## config.mk

```make
export PLATFORM = sky130hd
export DESIGN_NAME = regfile_dump_flat
export DESIGN_NICKNAME = d
export VERILOG_FILES = /design/src/rtl/regfile_dump_if.sv /design/src/rtl/regfile_dump.sv /design/src/flat_wrapper.sv
export SDC_FILE = /design/constraint.sdc
export NUM_CORES = 1
export LEC_CHECK = 0
export CELL_PAD_IN_SITES_DETAIL_PLACEMENT = 1
export CELL_PAD_IN_SITES_GLOBAL_PLACEMENT = 1
export CORE_UTILIZATION = 34
export CTS_BUF_LIST = sky130_fd_sc_hd__clkbuf_2
export DETAILED_ROUTE_END_ITERATION = 10
export HOLD_SLACK_MARGIN = 0.03
export MAX_ROUTING_LAYER = met4
export PLACE_DENSITY_LB_ADDON = 0.1
export RECOVER_POWER = 100
export SYNTH_ARGS = -nofsm -noshare
export SYNTH_HDL_FRONTEND = slang
export SYNTH_SLANG_ARGS = --single-unit
```

## constraint.sdc

```tcl
create_clock -name clock -period 2.05 [get_ports clock]
set_input_delay 0.41 -clock clock [delete_from_list [all_inputs] [get_ports clock]]
set_output_delay 0.41 -clock clock [all_outputs]
set_load 0.02 [all_outputs]
```

## src/rtl/regfile_dump_if.sv

```systemverilog
// Control, regfile read port and output stream of the register dump sequencer.
// master = the sequencer; slave = the requester / regfile / stream consumer side.
interface regfile_dump_if #(
    parameter int ADDR_W = 5,
    parameter int DATA_W = 32
);
    logic              start;
    logic              abort;
    logic [ADDR_W-1:0] first_reg;
    logic [ADDR_W-1:0] last_reg;
    logic [ADDR_W-1:0] ctrl_readReg;
    logic [DATA_W-1:0] data_readReg;
    logic              out_valid;
    logic              out_ready;
    logic [ADDR_W-1:0] out_index;
    logic [DATA_W-1:0] out_data;
    logic              out_last;
    logic              busy;
    logic              done;

    modport master (
        input  start, abort, first_reg, last_reg, data_readReg, out_ready,
        output ctrl_readReg, out_valid, out_index, out_data, out_last, busy, done
    );

    modport slave (
        output start, abort, first_reg, last_reg, data_readReg, out_ready,
        input  ctrl_readReg, out_valid, out_index, out_data, out_last, busy, done
    );
endinterface

```

## src/rtl/regfile_dump.sv

```systemverilog
// Walks a wrap-around register index range through one regfile read port and streams {index,data}.
// First word 3 edges after start, then 3 cycles per word; words hold stable while out_ready is low.
module regfile_dump #(
    parameter int ADDR_W = 5,
    parameter int DATA_W = 32
) (
    input  logic            clock,
    input  logic            ctrl_reset,
    regfile_dump_if.master  bus
);
    typedef enum logic [2:0] {
        IDLE    = 3'd0,
        SETTLE  = 3'd1,
        CAPTURE = 3'd2,
        SEND    = 3'd3,
        DONE    = 3'd4
    } state_t;

    state_t            state_q, state_d;
    logic [ADDR_W-1:0] cur_q, cur_d;
    logic [ADDR_W-1:0] last_q, last_d;
    logic [ADDR_W-1:0] rd_addr_q, rd_addr_d;
    logic              vld_q, vld_d;
    logic [ADDR_W-1:0] idx_q, idx_d;
    logic [DATA_W-1:0] dat_q, dat_d;
    logic              olast_q, olast_d;
    logic              busy_q, busy_d;
    logic              done_q, done_d;

    always_ff @(posedge clock or negedge ctrl_reset) begin
        if (!ctrl_reset) begin
            state_q   <= IDLE;
            cur_q     <= '0;
            last_q    <= '0;
            rd_addr_q <= '0;
            vld_q     <= 1'b0;
            idx_q     <= '0;
            dat_q     <= '0;
            olast_q   <= 1'b0;
            busy_q    <= 1'b0;
            done_q    <= 1'b0;
        end else begin
            state_q   <= state_d;
            cur_q     <= cur_d;
            last_q    <= last_d;
            rd_addr_q <= rd_addr_d;
            vld_q     <= vld_d;
            idx_q     <= idx_d;
            dat_q     <= dat_d;
            olast_q   <= olast_d;
            busy_q    <= busy_d;
            done_q    <= done_d;
        end
    end

    always_comb begin
        state_d   = state_q;
        cur_d     = cur_q;
        last_d    = last_q;
        rd_addr_d = rd_addr_q;
        vld_d     = vld_q;
        idx_d     = idx_q;
        dat_d     = dat_q;
        olast_d   = olast_q;

        // Abort wins over everything, including a handshake in the same cycle.
        if (bus.abort && state_q != IDLE) begin
            state_d = IDLE;
            vld_d   = 1'b0;
        end else begin
            case (state_q)
                IDLE: begin
                    if (bus.start) begin
                        cur_d     = bus.first_reg;
                        last_d    = bus.last_reg;
                        rd_addr_d = bus.first_reg;
                        state_d   = SETTLE;
                    end
                end
                SETTLE: state_d = CAPTURE;
                CAPTURE: begin
                    dat_d   = bus.data_readReg;
                    idx_d   = cur_q;
                    olast_d = (cur_q == last_q);
                    vld_d   = 1'b1;
                    state_d = SEND;
                end
                SEND: begin
                    if (bus.out_ready) begin
                        vld_d = 1'b0;
                        if (olast_q) begin
                            state_d = DONE;
                        end else begin
                            cur_d     = cur_q + ADDR_W'(1);
                            rd_addr_d = cur_q + ADDR_W'(1);
                            state_d   = SETTLE;
                        end
                    end
                end
                DONE:    state_d = IDLE;
                default: state_d = IDLE;
            endcase
        end

        // Status flags are registered copies of the next state so they line up with it.
        busy_d = (state_d != IDLE);
        done_d = (state_d == DONE);
    end

    assign bus.ctrl_readReg = rd_addr_q;
    assign bus.out_valid    = vld_q;
    assign bus.out_index    = idx_q;
    assign bus.out_data     = dat_q;
    assign bus.out_last     = olast_q;
    assign bus.busy         = busy_q;
    assign bus.done         = done_q;
endmodule

```

## src/flat_wrapper.sv

```systemverilog
// flat-port wrapper written by rule: the top's interface ports become plain ports
module regfile_dump_flat 
#(
    parameter int ADDR_W = 5,
    parameter int DATA_W = 32
)
  (clock, ctrl_reset, bus_start, bus_abort, bus_first_reg, bus_last_reg, bus_data_readReg, bus_out_ready, bus_ctrl_readReg, bus_out_valid, bus_out_index, bus_out_data, bus_out_last, bus_busy, bus_done);
  regfile_dump_if #(.ADDR_W(ADDR_W), .DATA_W(DATA_W)) bus_i ();
  input  logic clock;
  input  logic ctrl_reset;
  input wire logic [$bits(bus_i.start)-1:0] bus_start;
  input wire logic [$bits(bus_i.abort)-1:0] bus_abort;
  input wire logic [$bits(bus_i.first_reg)-1:0] bus_first_reg;
  input wire logic [$bits(bus_i.last_reg)-1:0] bus_last_reg;
  input wire logic [$bits(bus_i.data_readReg)-1:0] bus_data_readReg;
  input wire logic [$bits(bus_i.out_ready)-1:0] bus_out_ready;
  output wire logic [$bits(bus_i.ctrl_readReg)-1:0] bus_ctrl_readReg;
  output wire logic [$bits(bus_i.out_valid)-1:0] bus_out_valid;
  output wire logic [$bits(bus_i.out_index)-1:0] bus_out_index;
  output wire logic [$bits(bus_i.out_data)-1:0] bus_out_data;
  output wire logic [$bits(bus_i.out_last)-1:0] bus_out_last;
  output wire logic [$bits(bus_i.busy)-1:0] bus_busy;
  output wire logic [$bits(bus_i.done)-1:0] bus_done;
  assign bus_i.start = bus_start;
  assign bus_i.abort = bus_abort;
  assign bus_i.first_reg = bus_first_reg;
  assign bus_i.last_reg = bus_last_reg;
  assign bus_i.data_readReg = bus_data_readReg;
  assign bus_i.out_ready = bus_out_ready;
  assign bus_ctrl_readReg = bus_i.ctrl_readReg;
  assign bus_out_valid = bus_i.out_valid;
  assign bus_out_index = bus_i.out_index;
  assign bus_out_data = bus_i.out_data;
  assign bus_out_last = bus_i.out_last;
  assign bus_busy = bus_i.busy;
  assign bus_done = bus_i.done;
  regfile_dump #(.ADDR_W(ADDR_W), .DATA_W(DATA_W)) u_core (.clock(clock), .ctrl_reset(ctrl_reset), .bus(bus_i));
endmodule
```

Word-level counts from Yosys, hierarchy flattened
Cells that the tools add are included.
{"block": "totals", "register_bits": 54, "inputBits": 47, "wordCells": 42}
{"block": "classes", "add_sub_neg": 1, "n_eq_ne": 9, "muxes": 12, "n_bitwise": 1, "n_reduce_logical": 10}
{"op": "two-way mux 5 bit", "n": 3}
{"op": "two-way mux 3 bit", "n": 4}
{"op": "one-hot mux 3 bit (4 select lines)", "n": 1}
{"op": "one-hot mux 5 bit (2 select lines)", "n": 1}
{"op": "nonzero test 3 bit", "n": 3}
{"op": "equality test 3 x 2 -> 1 bit (second input constant)", "n": 2}
{"op": "!= test 2 bit (second input constant)", "n": 3}
{"op": "adder 5 x 1 -> 5 bit (second input constant)", "n": 1}
{"op": "equality test 5 bit", "n": 1}
{"op": "AND reduction 5 bit", "n": 1}
{"op": "AND reduction 2 bit", "n": 2}
{"op": "equality test 3 x 1 -> 1 bit (second input constant)", "n": 1}
{"op": "equality test 3 bit (second input constant)", "n": 1}
{"op": "logical NOT 3 bit", "n": 1}
{"op": "!= test 3 x 2 -> 1 bit (second input constant)", "n": 1}
{"op": "AND reduction 3 bit", "n": 1}
{"op": "two-way mux 1 bit", "n": 2}
{"op": "one-hot mux 1 bit (2 select lines)", "n": 1}
{"op": "nonzero test 2 bit", "n": 1}
{"op": "logical AND 1 bit", "n": 1}
{"op": "inverter 1 bit", "n": 1}

Depth between registers and ports, before layout
{"block": "logic_depth", "word_depth": 5, "ltp_mapped": 7, "depth_no_buf": 5}

Worst setup path after synthesis
Ideal clock, no wire load.
{"block": "synth_path", "path_kind": "register to register", "from": "register u_core.state_q[2]", "to": "register u_core.dat_q[2], in the netlist u_core.bus.out_data[2]", "setup_time_ps": 125, "arrival_time_ps": 1413, "slack_ps": 512, "path_stages_with_launch": 6, "path_buffers": 3, "path_cell_list": "dfrtp_1 > buf_2 > nor3_2 > buf_4 > buf_6 > mux2_2"}
{"block": "synth_via", "elab_chain_cells": 4, "elab_cells_between_ends": 5, "classes_between": "1 x eq/ne; 1 x bitwise; 3 x reduce/logical"}
{"item": "start, declared", "line": "regfile_dump.sv:19", "text": "state_t state_q, state_d;"}
{"item": "start signal, assigned", "line": "regfile_dump.sv:43", "text": "state_q <= state_d;"}
{"item": "nonzero test 3 bit", "line": "regfile_dump.sv:67", "text": "if (bus.abort && state_q != IDLE) begin"}
{"item": "logical AND 1 bit", "line": "regfile_dump.sv:67"}
{"item": "inverter 1 bit (no line)"}
{"item": "AND reduction 2 bit (no line) *"}
{"item": "end signal, assigned", "line": "regfile_dump.sv:49", "text": "dat_q <= dat_d;"}
{"item": "end, declared", "line": "regfile_dump.sv:25", "text": "logic [DATA_W-1:0] dat_q, dat_d;"}
Mark *: on every way between the ends. The rest lies on a longest branch, timed or not.
A chain may end at the register's enable or synchronous reset.

Final worst setup path
{"block": "layout_path", "from": "register u_core.rd_addr_q[1], in the netlist u_core.bus.ctrl_readReg[1]", "to": "output bus_ctrl_readReg[1]"}
{"item": "start, declared", "line": "regfile_dump.sv:22", "text": "logic [ADDR_W-1:0] rd_addr_q, rd_addr_d;"}
{"item": "start signal, assigned", "line": "regfile_dump.sv:46", "text": "rd_addr_q <= rd_addr_d;"}
{"item": "end, declared", "line": "flat_wrapper.sv:17", "text": "output wire logic [$bits(bus_i.ctrl_readReg)-1:0] bus_ctrl_readReg;"}
No word-level cell between the ends.

==> flow_summary.json <==
{
  "status": "complete, but fails checks",
  "violations": "design-rule violations",
  "crit_path_end_kind": "primary output",
  "min_path_type": "reg -> reg",
  "crit_arrival_ns": 1.53,
  "clk_pin_slew_ns": 0.26,
  "synth_edf_count": 0,
  "cp_num_buf_inv": 1,
  "clk_path_buf_depth": 2,
  "cts_htree_levels": 2,
  "max-cap-violations": 0,
  "synth_top_area_share_pct": 59.2,
  "crit_path_max_incr_delay_ns": 0.62,
  "crit_type": "reg -> out",
  "nFillCells": 672,
  "total_power_mw": 5.03,
  "design.core.area_sq_um": 6420,
  "peakVddDrop_uv": 743,
  "antenna_found_initial": 0,
  "final_antenna_net_count": 0,
  "drc": 10,
  "wl_per_cell_um": 15.5,
  "n_antenna_cell": 0,
  "ios": 93,
  "grtUsageMet2_pct": 27.3,
  "maxSlewHeadroom_pct": 15.6,
  "clock-sinks": 54,
  "period_needed_ns": 1.94,
  "vias": 1703,
  "synthCells": 168,
  "grt_max_degree": 36,
  "async_reset_ff_share_pct": 100,
  "ys_seq_area_share_pct": 59.2,
  "critPathTopFamily": "buffers and inverters",
  "hpwl_um": 3830,
  "timing.final.max_slew_violations": 0,
  "syn_area_per_cell_sq_um": 13.6,
  "final_hold_viol_count": 0,
  "grt_use_met3_pct": 4.45,
  "cp.required_ns": 1.64,
  "path_cells": "clkdlybuf4s50_1",
  "grt_use_total_pct": 17.0,
  "drt_first_pass_iters": 7,
  "ys_ff_latch": 54,
  "io_buffers": 92,
  "tritoncts": "built",
  "wl_um": 5450,
  "yosys_warnings": 0,
  "final.setup.tns_ns": 0,
  "grtUsageMet1_pct": 21.4,
  "layout.cells.most_common": "clkdlybuf4s50_1",
  "netlist_area_sq_um": 2280,
  "initial_utilization_pct": 35.5,
  "fmax_mhz": 517,
  "root_buffer": "clkbuf_2",
  "grt_pass1_vias": 1839,
  "finalClockSkew_ns": 0.0174,
  "ys_types": 34,
  "worst_slew_pin_slew_ns": 1.27,
  "rsz0062_at_grt": "false",
  "yosys.area.top_type": "dfrtp_1",
  "cp_max_fo": 6,
  "cts_buffers": 5,
  "setup_viol": 0,
  "final_cell_mix": "clkdlybuf4s50_1, dfrtp_1, mux2_2, a21oi_1, buf_4",
  "power_density_nw_per_um2": 1490,
  "start_kind": "register",
  "drive_above_1_share_pct": 23.4,
  "overflow": 0,
  "rows": 29,
  "fp.dieArea_sq_um": 7040,
  "p_leak_nw": 1.39,
  "clk-insertion-delay-late_ns": 0.45,
  "cp_slowest_cell": "clkdlybuf4s50_1",
  "die_height_um": 83.9,
  "synth_nets": 216,
  "area_growth_pct": 48.1,
  "ys.flop_type": "dfrtp_1",
  "fp.dieW_um": 83.9,
  "busiest_layer": "met2",
  "drt-initial-drc-count": 31,
  "gp_congestion": 0.788,
  "vias_per_cell": 4.85,
  "synth.area.top_cells": "dfrtp_1, mux2_2, a21oi_1",
  "grt_pass1_wl_um": 9080,
  "post-route-period-util_pct": 94.4,
  "layout.nets": 321
}
timing repair:
action | 4_1_cts | 5_1_grt
endpoints found under the hold margin | 19 | 0
setup endpoints to repair | 3 | 5
gates resized for setup | 3 | 1
gates cloned | 0 | 0
setup buffers | 0 | 7
hold buffers | 1 | 0
worst paths after layout:
path | cells after the start | startpoint | end | slack, ns
max | 1 | u_core.bus.ctrl_readReg[1] | bus_ctrl_readReg[1] | 0.11
min | 1 | u_core.bus.out_data[9] | u_core.bus.out_data[9] | 0.53
max reg2reg | 4 | u_core.state_q[1] | u_core.bus.out_data[8] | 0.19
min reg2reg | 1 | u_core.bus.out_data[9] | u_core.bus.out_data[9] | 0.53
max in group asynchronous | 2 | ctrl_reset | u_core.bus.ctrl_readReg[4] | 0.52
min in group asynchronous | 2 | ctrl_reset | u_core.bus.out_data[29] | 0.72
power by group:
group | switching, mW | internal (mW)
Sequential | 0.337 | 1.58
Clock | 0.346 | 0.0777
Combinational | 1.23 | 1.46
sequential cells by signal, indices dropped and copies added, names as in the netlist, 3 cells and up:
signal / flops
u_core.bus.out_data: 32
u_core.state_q: 3
u_core.last_q: 5
u_core.bus.ctrl_readReg: 5
u_core.bus.out_index: 5
per-layer routing:
layer | part of all wire [%] | vias to the layer above
met5 | 0 | -
met4 | 0.97 | 0
met3 | 5.8 | 6
met2 | 48 | 55
met1 | 45 | 845
li1 | - | 797
cell usage after synthesis, types with 2 or more instances:
master / n
nand3_1: 5
a21oi_1: 9
xnor2_1: 2
buf_6: 3
mux2_2: 41
nand2b_1: 2
nor2b_1: 3
nor3_1: 2
o21ai_0: 6
nor4_1: 2
inv_1: 4
nor2_1: 5
buf_2: 4
and3_1: 2
xor2_1: 3
dfrtp_1: 54
nand2_1: 4
metrics by stage:
| stage | area [sq um] | utilization (%) | hold WS (ns) | setup slack [ns] | std cells |
|---|---|---|---|---|---|
| floorplan | 2280 | - | 0.114 | 0.512 | 168 |
| global placement | 3310 | 51.6 | 0.412 | 0.0927 | 335 |
| detailed placement | 3310 | 51.6 | 0.420 | 0.0607 | 335 |
| CTS | 3370 | 52.5 | 0.405 | 0.00566 | 344 |
| global route | 3380 | 52.6 | 0.492 | 0.00172 | 351 |
| finish | 3380 | 52.6 | 0.531 | 0.115 | 351 |
kinds of logic (layout without fill, tap and decap cells):
kind of cell | count (synthesis) | count (layout) | share of synthesized area (%)
buf+inv | 14 | 120 | 3.73
xor+xnor | 5 | 5 | 1.92
flops | 54 | 54 | 59.2
compound gates | 22 | 22 | 5.76
simple gates | 29 | 29 | 7.62
mux | 43 | 43 | 21.2
fa+ha+maj | 1 | 1 | 0.548
cell type report:
type | count | area, sq um | area share (%)
inverters | 4 | 15.0 | 0.444
clock buffers | 5 | 25.0 | 0.741
repair buffers | 108 | 1050 | 31.0
flip-flops and latches | 54 | 1360 | 40.1
multi-input cells | 100 | 821 | 24.3
clock inverters | 3 | 16.3 | 0.481
well taps | 77 | 96.3 | 2.85
(Power assumes the default switching activity.)
